<file path="config.mk">
export PLATFORM = sky130hd
export DESIGN_NAME = collision_update_arbiter_flat
export DESIGN_NICKNAME = d
export VERILOG_FILES = /design/src/rtl/collision_update_arbiter_if.sv /design/src/rtl/collision_update_arbiter.sv /design/src/flat_wrapper.sv
export SDC_FILE = /design/constraint.sdc
export NUM_CORES = 1
export LEC_CHECK = 0
export BUFFER_PORTS_ARGS = -buffer_cell sky130_fd_sc_hd__buf_2
export CORE_UTILIZATION = 50
export DETAILED_ROUTE_END_ITERATION = 8
export GPL_TIMING_DRIVEN = 1
export PLACE_DENSITY = 0.81
export SKIP_CTS_REPAIR_TIMING = 1
export SYNTH_ARGS = -nofsm -noshare
export SYNTH_HDL_FRONTEND = slang
export SYNTH_SLANG_ARGS = --single-unit
</file>
<file path="constraint.sdc">
create_clock -name clk -period 4.25 [get_ports clk]
set_clock_uncertainty 0.1 [all_clocks]
set_input_delay 0.85 -clock clk [delete_from_list [all_inputs] [get_ports clk]]
set_output_delay 0.85 -clock clk [all_outputs]
set_load 0.005 [all_outputs]
</file>
<file path="src/rtl/collision_update_arbiter_if.sv">
// Velocity register-file write port: valid/ready handshake carrying requester index and new X/Y velocity.
// The master side is the arbiter, the slave side is the velocity register file.
interface collision_update_arbiter_if #(
    parameter int unsigned NUM_REQ = 4,
    parameter int unsigned VEL_W   = 11
);
    localparam int unsigned IdxW = $clog2(NUM_REQ);

    logic            wrValid;
    logic            wrReady;
    logic [IdxW-1:0] wrIdx;
    logic [VEL_W-1:0] wrVelX;
    logic [VEL_W-1:0] wrVelY;

    modport master (
        output wrValid,
        output wrIdx,
        output wrVelX,
        output wrVelY,
        input  wrReady
    );

    modport slave (
        input  wrValid,
        input  wrIdx,
        input  wrVelX,
        input  wrVelY,
        output wrReady
    );
endinterface

</file>
<file path="src/rtl/collision_update_arbiter.sv">
// Round-robin arbiter sharing the velocity write port between NUM_REQ collision detectors.
// Optional per-frame handshake counter is built only when COLLISION_HIT_COUNT_EN is defined.
module collision_update_arbiter #(
    parameter int unsigned NUM_REQ = 4,
    parameter int unsigned VEL_W   = 11
) (
    input  logic                     clk,
    input  logic                     resetN,
    input  logic                     startOfFrame,
    input  logic [NUM_REQ-1:0]       reqIn,
    input  logic [NUM_REQ*VEL_W-1:0] reqVelX,
    input  logic [NUM_REQ*VEL_W-1:0] reqVelY,
    collision_update_arbiter_if.master wr,
    output logic                     droppedEvent,
    output logic                     busy,
    output logic [7:0]               hitCount
);
    localparam int unsigned IdxW = $clog2(NUM_REQ);

    typedef enum logic [0:0] {StIdle, StIssue} state_e;

    state_e              state_q, state_d;
    logic [NUM_REQ-1:0]  pending_q, pending_d;
    logic [NUM_REQ-1:0]  armed_q, armed_d;
    logic [VEL_W-1:0]    vel_x_q [NUM_REQ];
    logic [VEL_W-1:0]    vel_x_d [NUM_REQ];
    logic [VEL_W-1:0]    vel_y_q [NUM_REQ];
    logic [VEL_W-1:0]    vel_y_d [NUM_REQ];
    logic [IdxW-1:0]     rr_ptr_q, rr_ptr_d;
    logic                wr_valid_q, wr_valid_d;
    logic [IdxW-1:0]     wr_idx_q, wr_idx_d;
    logic [VEL_W-1:0]    wr_vel_x_q, wr_vel_x_d;
    logic [VEL_W-1:0]    wr_vel_y_q, wr_vel_y_d;
    logic                dropped_q, dropped_d;
    logic                found;
    logic [IdxW-1:0]     sel_idx;
    logic                handshake;
    logic                slot_free;

    assign handshake = (state_q == StIssue) && wr.wrReady;

    always_comb begin
        state_d    = state_q;
        pending_d  = pending_q;
        armed_d    = armed_q;
        vel_x_d    = vel_x_q;
        vel_y_d    = vel_y_q;
        rr_ptr_d   = rr_ptr_q;
        wr_valid_d = wr_valid_q;
        wr_idx_d   = wr_idx_q;
        wr_vel_x_d = wr_vel_x_q;
        wr_vel_y_d = wr_vel_y_q;
        dropped_d  = 1'b0;
        found      = 1'b0;
        sel_idx    = '0;
        slot_free  = 1'b0;

        // First pending slot at or after rr_ptr, cyclic.
        for (int k = 0; k < int'(NUM_REQ); k++) begin
            if (!found && pending_q[(int'(rr_ptr_q) + k) % int'(NUM_REQ)]) begin
                found   = 1'b1;
                sel_idx = IdxW'((int'(rr_ptr_q) + k) % int'(NUM_REQ));
            end
        end

        unique case (state_q)
            StIdle: begin
                if (found && !startOfFrame) begin
                    state_d    = StIssue;
                    wr_valid_d = 1'b1;
                    wr_idx_d   = sel_idx;
                    wr_vel_x_d = vel_x_q[sel_idx];
                    wr_vel_y_d = vel_y_q[sel_idx];
                end
            end
            StIssue: begin
                if (handshake) begin
                    state_d             = StIdle;
                    wr_valid_d          = 1'b0;
                    pending_d[wr_idx_q] = 1'b0;
                    rr_ptr_d = (wr_idx_q == IdxW'(NUM_REQ - 1)) ? '0 : wr_idx_q + IdxW'(1);
                end
            end
            default: state_d = StIdle;
        endcase

        if (startOfFrame) begin
            for (int i = 0; i < int'(NUM_REQ); i++) begin
                if (!(state_q == StIssue && wr_idx_q == IdxW'(i))) pending_d[i] = 1'b0;
            end
        end

        // Capture runs last so it overrides both the handshake clear and the frame flush.
        for (int i = 0; i < int'(NUM_REQ); i++) begin
            slot_free = !pending_q[i] || (handshake && wr_idx_q == IdxW'(i));
            if (!reqIn[i]) begin
                armed_d[i] = 1'b1;
            end else if (armed_q[i]) begin
                armed_d[i] = 1'b0;
                if (slot_free) begin
                    pending_d[i] = 1'b1;
                    vel_x_d[i]   = reqVelX[i*VEL_W +: VEL_W];
                    vel_y_d[i]   = reqVelY[i*VEL_W +: VEL_W];
                end else begin
                    dropped_d = 1'b1;
                end
            end
        end
    end

    always_ff @(posedge clk or negedge resetN) begin
        if (!resetN) begin
            state_q    <= StIdle;
            pending_q  <= '0;
            armed_q    <= '1;
            for (int i = 0; i < int'(NUM_REQ); i++) begin
                vel_x_q[i] <= '0;
                vel_y_q[i] <= '0;
            end
            rr_ptr_q   <= '0;
            wr_valid_q <= 1'b0;
            wr_idx_q   <= '0;
            wr_vel_x_q <= '0;
            wr_vel_y_q <= '0;
            dropped_q  <= 1'b0;
        end else begin
            state_q    <= state_d;
            pending_q  <= pending_d;
            armed_q    <= armed_d;
            vel_x_q    <= vel_x_d;
            vel_y_q    <= vel_y_d;
            rr_ptr_q   <= rr_ptr_d;
            wr_valid_q <= wr_valid_d;
            wr_idx_q   <= wr_idx_d;
            wr_vel_x_q <= wr_vel_x_d;
            wr_vel_y_q <= wr_vel_y_d;
            dropped_q  <= dropped_d;
        end
    end

`ifdef COLLISION_HIT_COUNT_EN
    logic [7:0] hit_count_q, hit_count_d;

    always_comb begin
        hit_count_d = hit_count_q;
        if (startOfFrame) begin
            hit_count_d = handshake ? 8'd1 : 8'd0;
        end else if (handshake && hit_count_q != 8'hFF) begin
            hit_count_d = hit_count_q + 8'd1;
        end
    end

    always_ff @(posedge clk or negedge resetN) begin
        if (!resetN) hit_count_q <= 8'd0;
        else         hit_count_q <= hit_count_d;
    end

    assign hitCount = hit_count_q;
`else
    assign hitCount = 8'd0;
`endif

    assign wr.wrValid    = wr_valid_q;
    assign wr.wrIdx      = wr_idx_q;
    assign wr.wrVelX     = wr_vel_x_q;
    assign wr.wrVelY     = wr_vel_y_q;
    assign droppedEvent  = dropped_q;
    assign busy          = (state_q != StIdle) || (|pending_q);
endmodule
</file>
<file path="src/flat_wrapper.sv">
// flat-port wrapper written by rule: the top's interface ports become plain ports
module collision_update_arbiter_flat 
#(
    parameter int unsigned NUM_REQ = 4,
    parameter int unsigned VEL_W   = 11
)
  (clk, resetN, startOfFrame, reqIn, reqVelX, reqVelY, droppedEvent, busy, hitCount, wr_wrValid, wr_wrIdx, wr_wrVelX, wr_wrVelY, wr_wrReady);
  collision_update_arbiter_if #(.NUM_REQ(NUM_REQ), .VEL_W(VEL_W)) wr_i ();
  input  logic clk;
  input  logic resetN;
  input  logic startOfFrame;
  input  logic [NUM_REQ-1:0] reqIn;
  input  logic [NUM_REQ*VEL_W-1:0] reqVelX;
  input  logic [NUM_REQ*VEL_W-1:0] reqVelY;
  output logic droppedEvent;
  output logic busy;
  output logic [7:0] hitCount;
  output wire logic [$bits(wr_i.wrValid)-1:0] wr_wrValid;
  output wire logic [$bits(wr_i.wrIdx)-1:0] wr_wrIdx;
  output wire logic [$bits(wr_i.wrVelX)-1:0] wr_wrVelX;
  output wire logic [$bits(wr_i.wrVelY)-1:0] wr_wrVelY;
  input wire logic [$bits(wr_i.wrReady)-1:0] wr_wrReady;
  assign wr_wrValid = wr_i.wrValid;
  assign wr_wrIdx = wr_i.wrIdx;
  assign wr_wrVelX = wr_i.wrVelX;
  assign wr_wrVelY = wr_i.wrVelY;
  assign wr_i.wrReady = wr_wrReady;
  collision_update_arbiter #(.NUM_REQ(NUM_REQ), .VEL_W(VEL_W)) u_core (.clk(clk), .resetN(resetN), .startOfFrame(startOfFrame), .reqIn(reqIn), .reqVelX(reqVelX), .reqVelY(reqVelY), .wr(wr_i), .droppedEvent(droppedEvent), .busy(busy), .hitCount(hitCount));
endmodule
</file>
Yosys cells after proc, flatten, opt, wreduce, memory -nomap -nowiden
Index checks and enable logic that the tools add are counted.
{"block": "totals", "out_inout_bits": 35, "elab_cells": 148, "regBits": 125, "input_bits": 96}
{"block": "op_classes", "muxes": 69, "reduce_logical": 39, "order_cmp": 7, "n_eq_ne": 5, "addsub": 4, "bitwise": 7}
{"op": "$mux 1", "n": 48}
{"op": "$bmux 11 s2", "n": 2}
{"op": "$mux 11", "n": 4}
{"op": "$logic_and 1x1->1", "n": 14}
{"op": "$lt 3x4->1 const B", "n": 3}
{"op": "$mux 4", "n": 3}
{"op": "$reduce_and 3->1", "n": 4}
{"op": "$mux 2", "n": 5}
{"op": "$bmux 1 s2", "n": 4}
{"op": "$logic_not 1->1", "n": 8}
{"op": "$lt 2x3->1 const B", "n": 2}
{"op": "$reduce_and 2->1", "n": 3}
{"op": "$reduce_or 2->1", "n": 3}
{"op": "$logic_or 1x1->1", "n": 5}
{"op": "$add 2x1->2 const B", "n": 2}
{"op": "$add 2x2->2 const B", "n": 2}
{"op": "$and 4x4->4", "n": 1}
{"op": "$eq 2x2->1 const B", "n": 2}
{"op": "$not 4->4", "n": 1}
{"op": "$pmux 1 s2", "n": 2}
{"op": "$reduce_or 4->1", "n": 1}
{"op": "$and 1x1->1 const A", "n": 3}
{"op": "$ge 3x3->1 const B", "n": 1}
{"op": "$not 2->3", "n": 1}
{"op": "other kinds (7)", "n": 7}

Depth between registers and ports, before layout
Gate-level depths: netlist of run 1.
{"block": "logic_depth", "word_depth": 18, "mapped_depth": 8, "ltp_nobuf": 6}

Least setup slack after synthesis of run 1
OpenSTA, ideal clock, no wires.
{"block": "synth_timing", "path_type": "input port to flip-flop", "start": "input port startOfFrame", "end": "register u_core.wr_vel_y_q[2], in the netlist u_core.wr.wrVelY[2]", "n_path_buf": 3, "stages": 6, "t_arrival_ns": 1.969, "slack_ns": 2.093, "required_ns": 4.063, "setup_time_ns": 0.087, "cell_sequence": "or3_1 -> buf_6 -> or2_1 -> buf_6 -> buf_6 -> o221ai_2"}
{"block": "synth_via", "elab_chain_cells": 3}
{"item": "from (decl)", "line_no": "flat_wrapper.sv:11", "text": "input logic startOfFrame;"}
{"item": "$logic_not 1->1", "line_no": "collision_update_arbiter.sv:68", "text": "if (found && !startOfFrame) begin"}
{"item": "$logic_and 1x1->1", "line_no": "collision_update_arbiter.sv:68"}
{"item": "$reduce_and 2->1 (no source line)"}
{"item": "to (signal assigned)", "line_no": "collision_update_arbiter.sv:136", "text": "wr_vel_y_q <= wr_vel_y_d;"}
{"item": "to (decl)", "line_no": "collision_update_arbiter.sv:33", "text": "logic [VEL_W-1:0] wr_vel_y_q, wr_vel_y_d;"}
Every way passes these cells.
A chain may end at the register's enable or synchronous reset.

Worst setup path after layout of run 1
{"block": "layout_timing", "start": "register u_core.pending_q[1]", "end": "register u_core.wr_vel_x_q[6], in the netlist u_core.wr.wrVelX[6]"}
{"block": "layout_via", "elab_chain_cells": 16}
{"item": "from (decl)", "line_no": "collision_update_arbiter.sv:23", "text": "logic [NUM_REQ-1:0] pending_q, pending_d;"}
{"item": "from (signal assigned)", "line_no": "collision_update_arbiter.sv:128", "text": "pending_q <= pending_d;"}
{"item": "$bmux 1 s2", "line_no": "collision_update_arbiter.sv:60", "text": "if (!found && pending_q[(int'(rr_ptr_q) + k) % int'(NUM_REQ)]) begin"}
{"item": "$mux 1 (implied by the code)", "line_no": "collision_update_arbiter.sv:60"}
{"item": "$mux 1", "line_no": "collision_update_arbiter.sv:60"}
{"item": "$logic_not 1->1", "line_no": "collision_update_arbiter.sv:60"}
{"item": "$logic_and 1x1->1", "line_no": "collision_update_arbiter.sv:60"}
{"item": "$mux 1", "line_no": "collision_update_arbiter.sv:60"}
{"item": "$logic_not 1->1", "line_no": "collision_update_arbiter.sv:60"}
{"item": "$logic_and 1x1->1", "line_no": "collision_update_arbiter.sv:60"}
{"item": "$mux 1", "line_no": "collision_update_arbiter.sv:60"}
{"item": "$logic_not 1->1", "line_no": "collision_update_arbiter.sv:60"}
{"item": "$logic_and 1x1->1", "line_no": "collision_update_arbiter.sv:60"}
{"item": "$mux 2", "line_no": "collision_update_arbiter.sv:60"}
{"item": "$not 2->3 (implied by the code)", "line_no": "collision_update_arbiter.sv:72", "text": "wr_vel_x_d = vel_x_q[sel_idx];"}
{"item": "$bmux 11 s2", "line_no": "collision_update_arbiter.sv:72"}
{"item": "$mux 11 (implied by the code) (2 in a row)", "line_no": "collision_update_arbiter.sv:72"}
{"item": "to (signal assigned)", "line_no": "collision_update_arbiter.sv:135", "text": "wr_vel_x_q <= wr_vel_x_d;"}
{"item": "to (decl)", "line_no": "collision_update_arbiter.sv:32", "text": "logic [VEL_W-1:0] wr_vel_x_q, wr_vel_x_d;"}
Several ways; a longest one is shown, not always the timed one. The select of a mux whose other input is x is not followed.

==> impl_results.md, run 1 <==
- Top cells by instance count after synthesis: dfrtp_1, mux2_2, mux2i_1
- Synth warnings: 0
- Critical path class: flip-flop to flip-flop
- Worst reg-to-reg setup slack: 1.21 ns
- TritonCTS clock tree: done
- Number of global-route vias before repair: 3909
- Filler cells: 821
- Most area-consuming cells after synthesis: dfrtp_1, mux2_2, mux2i_1
- Number of flops mapped to enable cells by yosys: 0
- Sequential share of the synthesized area: 57.59%
- Int Pwr: 3.138 mW
- Synth Area per Inst: 13.60 um^2
- Port Buffers: 122
- Maximum clock frequency: 328.8 MHz
- Layout cell share with drive strength beyond 1: 48.97%
- Remaining DRCs: 0
- Gpl congestion: 0.8152
- Initial DRC count: 143
- Setup TNS: 0 ns
- Critical path's top delay family: simple AND/OR/NAND/NOR gates
- Crit path max-delay cell type: or2_1
- Tmin final: 3.041 ns
- Unique cell type count in the Yosys netlist: 30
- Via count: 3677
- Htree depth: 4
- Cells on worst reg2reg path: 4
- Layout Nets: 620
- Mapped Cells: 400
- Combinational share of power: 29.9%
- First-pass detailed-route iteration total: 4
- Seq cells post-synth: 125
- Type of origin of the critical path: flip-flop
- CTS buffer count: 17
- Clock Latency Late Sink: 0.51 ns
- Worst vdd ir: 0.3371 mV
- Final Hold Viols: 0
- Vias per inst: 5.496
- Critical R2R Launch: u_core.pending_q[1]
- Switching power: 1.488 mW
- Sw Ratio: 32.17%
- Slew margin rel.: 34.75%
- Count leader, synth: dfrtp_1
- Main synth FF type: dfrtp_1
- Status: complete, no violations
- RSZ-0062 raised after global routing: false
- Synth top area share: 55.66%
- Critical Path AT: 3.27 ns
- FP Rows: 37
- Die Y: 106.3 um
- Die Wd: 106.3 um
- WHS: 0.3419 ns
- Clock share of power: 28.5%
- CTS Sinks: 125
- Dpl hpwl: 8.167 mm
- Syn Std Cell Area: 0.005440 mm^2
- Max incr delay on CP: 0.85 ns
- Ys async rst share: 100.0%
- Clock transition at path regs: 0.06 ns
- Die area: 0.01130 mm^2
- Initial antenna violation count: 0
- WP buf/inv: 0
- Global-route wire length before repair: 19.75 mm
- Total power: 4.626 mW
- Crit-path max FO: 27
- Leakage: 3.235 nW
- Largest net degree at the start of global routing: 65
- Worst hold-check path type: primary input to async pin
- Max Cap Viol: 0
- Final antenna-violating net count: 0
- Crit share post-route: 71.56%
- WL final: 12.35 mm
- Area of the core: 0.01042 mm^2
- DR WL/cell: 18.46 um
- Crit-path cells: nor4_2, or3_1, or2_1, o221ai_1
- Worst setup EP type: flip-flop
- Power Density: 692.6 mW/mm^2
- Sequential power share: 41.7%
- Final Setup Violations: 0
- Area grow syn2layout: 22.77%
- RR Endpoint: u_core.wr.wrVelX[6]
- N_diodes: 0
- Clock Tree Buf Depth: 2
- Total GRT Usage: 23.34%
- Clock Root Buffer: clkbuf_8
- Least-Margin Pin Slew: 0.9788 ns
- Boundary Pins: 131
- Pins Over Slew Limit: 0
- Post-synth top area cell: dfrtp_1
- Initial Util: 52.23%
- Worst path required time: 4.48 ns
- GR Overflow Total: 0
==> kinds of logic (layout without fill, tap and decap cells) <==
| logic type | Yosys count | in the layout | share of synthesized area (%) |
|---|---|---|---|
| mux | 134 | 134 | 26.70 |
| flops | 125 | 125 | 57.59 |
| simple gates | 58 | 58 | 4.577 |
| compound gates | 40 | 40 | 6.072 |
| buf+inv | 38 | 164 | 4.071 |
| fa+ha+maj | 4 | 4 | 0.9200 |
| other cells | 1 | 8 | 0.06893 |
==> power by group through the flow <==
stage / Combinational (mW) / Clock (mW) / Sequential (mW)
after floorplan: 1.01 / 0 / 1.85
after detailed placement: 1.37 / 0 / 1.94
final: 1.38 / 1.32 / 1.93
after global routing: 1.51 / 1.39 / 1.98
after global placement: 1.32 / 0 / 1.91
after CTS: 1.39 / 1.34 / 1.92
==> area by class of cell <==
cell class | instances | area (um^2) | area share, %
multi-input combinational | 244 | 2151 | 32.20
clock inverter | 13 | 118.9 | 1.780
clock buffer | 19 | 431.7 | 6.463
inverter | 7 | 26.28 | 0.3934
tap | 136 | 170.2 | 2.548
sequential | 125 | 3133 | 46.91
timing repair buffer | 125 | 648.1 | 9.704
==> placed cells by master, fill, tap and decap left out, drive strengths merged <==
cell	Yosys	layout
a211o	2	2
a21oi	6	6
a31o	2	2
a32oi	1	1
buf	27	125
bufinv	0	1
clkbuf	4	19
clkinv	0	10
clkinvlp	0	1
conb	1	8
dfrtp	121	121
dfstp	4	4
ha	4	4
inv	7	8
mux2	89	89
mux2i	45	45
nand2	44	44
nand2b	2	2
nand3	4	4
nor2	2	2
nor3	1	1
nor3b	1	1
nor4	1	1
o21ai	4	4
o221ai	23	23
o22a	1	1
o31ai	1	1
or2	2	2
or3	1	1
==> how the worst max path moves through the flow <==
stage,startpoint,end,slack (ns),cells after the start
after floorplan,startOfFrame,u_core.wr.wrVelY[2],2.09,6
after global placement,startOfFrame,u_core.wr.wrVelX[0],1.23,4
after detailed placement,startOfFrame,u_core.wr.wrVelX[6],1.19,4
after CTS,u_core.pending_q[1],u_core.wr.wrVelX[6],1.24,4
after global routing,u_core.pending_q[1],u_core.wr.wrIdx[1],0.98,4
final,u_core.pending_q[1],u_core.wr.wrVelX[6],1.21,4
==> worst register-to-register path, delay by kind of cell, from the launching register on <==
| family | cells | cell delay, ns |
|---|---|---|
| compound gates | 1 | 0.26 |
| flops | 1 | 0.48 |
| simple gates | 3 | 2.03 |
==> sequential cells by signal, summed over array words and instances, names as in the netlist <==
name / count
u_core.rr_ptr_q: 2
u_core.armed_q: 4
u_core.vel_y_q: 44
u_core.vel_x_q: 44
u_core.wr.wrIdx: 2
u_core.wr.wrVelY: 11
u_core.pending_q: 4
u_core.wr.wrValid: 1
u_core.wr.wrVelX: 11
u_core.state_q: 1
u_core.droppedEvent: 1
==> through the flow <==
| step | cells | util, % | setup slack, ns | instance area, um^2 |
|---|---|---|---|---|
| detailed placement | 637 | 58.83 | 1.186 | 6128 |
| finish | 669 | 64.12 | 1.209 | 6679 |
| global placement | 637 | 58.83 | 1.232 | 6128 |
| floorplan | 407 | - | 2.093 | 5466 |
| CTS | 669 | 64.12 | 1.235 | 6679 |
| global route | 669 | 64.12 | 0.9751 | 6679 |
==> metal layers <==
layer / global-route usage, % / wire length [um] / up-vias
li1: - / - / 1664
met1: 27.90 / 5047 / 1874
met2: 40.68 / 6486 / 117
met3: 4.844 / 567 / 22
met4: 10.12 / 253 / 0
met5: 0 / 0 / -
(Power assumes the default switching activity.)
==> inputs of run 2 (changes only) <==
==> constraint.sdc (replaced) <==
create_clock -name clk -period 2.9 [get_ports clk]
set_clock_uncertainty 0.1 [all_clocks]
set_input_delay 0.58 -clock clk [delete_from_list [all_inputs] [get_ports clk]]
set_output_delay 0.58 -clock clk [all_outputs]
set_load 0.005 [all_outputs]
==> impl_results.md, run 2 (synthesis gave the netlist of run 1 again) <==
- First-pass detailed-route iteration total: 4 (unchanged)
- Setup TNS: 0 ns (unchanged)
- CTS buffer count: 17 (unchanged)
- Slew margin rel.: 31.37% (was 34.75%)
- GR Overflow Total: 0 (unchanged)
- Worst reg-to-reg setup slack: 0.47 ns (was 1.21 ns)
- FF/Latch Area: 0.003133 mm^2 (unchanged)
- Gpl congestion: 0.9454 (was 0.8152)
- Max Cap Viol: 0 (unchanged)
- Tmin final: 2.429 ns (was 3.041 ns)
- Worst hold-check path type: primary input to flip-flop (was primary input to async pin)
- Most frequent cells in the layout: buf_2, dfrtp_1, mux2_2 (unchanged)
- Worst setup EP type: flip-flop (unchanged)
- WL final: 12.92 mm (was 12.35 mm)
- Power Density: 1054 mW/mm^2 (was 692.6 mW/mm^2)
- Pins Over Slew Limit: 0 (unchanged)
- Area of the multi-input gates: 0.002151 mm^2 (unchanged)
- FP Rows: 37 (unchanged)
- Maximum clock frequency: 411.7 MHz (was 328.8 MHz)
- Boundary Pins: 131 (unchanged)
- Clock transition at path regs: 0.06 ns (about the same)
- Area of the core: 0.01042 mm^2 (unchanged)
- Area grow syn2layout: 26.06% (was 22.77%)
- Final Setup Violations: 0 (unchanged)
- Initial DRC count: 122 (was 143)
- Biggest regs: u_core.vel_x_q x44, u_core.vel_y_q x44 (unchanged)
- Final antenna-violating net count: 0 (unchanged)
- Worst path required time: 3.14 ns (was 4.48 ns)
- Total GRT Usage: 24.76% (was 23.34%)
- CTS Sinks: 125 (unchanged)
- Die Y: 106.3 um (unchanged)
- Initial Util: 52.23% (unchanged)
- Least-Margin Pin Slew: 1.029 ns (was 0.9788 ns)
- Final Hold Viols: 0 (unchanged)
- Clock Latency Late Sink: 0.52 ns (was 0.51 ns)
- Type of origin of the critical path: flip-flop (unchanged)
- Via count: 3757 (was 3677)
- Die area: 0.01130 mm^2 (unchanged)
- Filler cells: 749 (was 821)
- Global-route wire length before repair: 20.84 mm (was 19.75 mm)
- Initial antenna violation count: 0 (unchanged)
- Vias per inst: 5.541 (was 5.496)
- N_diodes: 0 (unchanged)
- Largest net degree at the start of global routing: 63 (was 65)
- Number of global-route vias before repair: 4098 (was 3909)
- Crit share post-route: 83.76% (was 71.56%)
- Critical path class: flip-flop to flip-flop (unchanged)
- Critical Path AT: 2.66 ns (was 3.27 ns)
- Total power: 7.225 mW (was 4.626 mW)
- Worst vdd ir: 0.5536 mV (was 0.3371 mV)
- Htree depth: 4 (unchanged)
- Clock Tree Buf Depth: 2 (unchanged)
- Layout Nets: 629 (was 620)
- DR WL/cell: 19.05 um (was 18.46 um)
- RSZ-0062 raised after global routing: false (unchanged)
- Crit-path max FO: 23 (was 27)
- Leakage: 3.324 nW (was 3.235 nW)
- TritonCTS clock tree: done (unchanged)
- Layout cell share with drive strength beyond 1: 49.82% (was 48.97%)
- Remaining DRCs: 0 (unchanged)
- Clock Root Buffer: clkbuf_8 (unchanged)
- Die Wd: 106.3 um (unchanged)
- Port Buffers: 122 (unchanged)
- Status: complete, no violations (unchanged)
- Dpl hpwl: 8.717 mm (was 8.167 mm)
==> run 2: power by group <==
part | switching [mW] | internal (mW)
clock network | 0.756 | 1.57
registers | 0.439 | 2.40
logic | 0.996 | 1.06
==> run 2: area by class of cell <==
class | instances | area share [%]
Clock buffer | 17 | 6.039
Inverter | 7 | 0.3831
Timing Repair Buffer | 134 | 10.47
Tap cell | 136 | 2.481
Sequential cell | 125 | 45.69
Multi-Input combinational cell | 244 | 31.36
Clock inverter | 15 | 3.576
==> run 2: through the flow <==
step / hold slack, ns / util (%) / cells / setup WS, ns / area (um^2)
2_1_floorplan: 0.1844 / - / 407 / 1.011 / 5466
3_3_place_gp: 0.3611 / 59.41 / 645 / 0.5926 / 6188
3_5_place_dp: 0.3666 / 59.41 / 645 / 0.5188 / 6188
4_1_cts: -0.1102 / 65.74 / 677 / 0.4768 / 6848
5_1_grt: 0.07416 / 65.84 / 678 / 0.3337 / 6858
6_report: 0.07733 / 65.84 / 678 / 0.4709 / 6858
==> run 2: worst max-delay path, cell delays in order (launching register included) <==
cell	delay, ns
dfrtp_1	0.48
nand2b_1	0.19
a211o_1	0.28
o21ai_0	0.11
or2_1	0.83
o221ai_1	0.25
==> run 2: worst paths after layout <==
path,from,end,cells past startpoint
worst max register to register,u_core.pending_q[3],u_core.wr.wrVelX[9],5
min in group asynchronous,resetN,u_core.vel_y_q[7],2
worst min register to register,u_core.wr.wrValid,u_core.wr.wrValid,2
worst max-delay path,u_core.pending_q[3],u_core.wr.wrVelX[9],5
worst min-delay path,reqIn[0],u_core.armed_q[0],2
max in group asynchronous,resetN,u_core.vel_x_q[26],3
==> run 2: metal layers <==
metal	up-vias	GRT usage, %	wire (um)
met2	121	41.93	6716
li1	1687	-	-
met3	23	5.212	573
met5	-	0	0
met4	0	12.40	330
met1	1926	29.95	5300
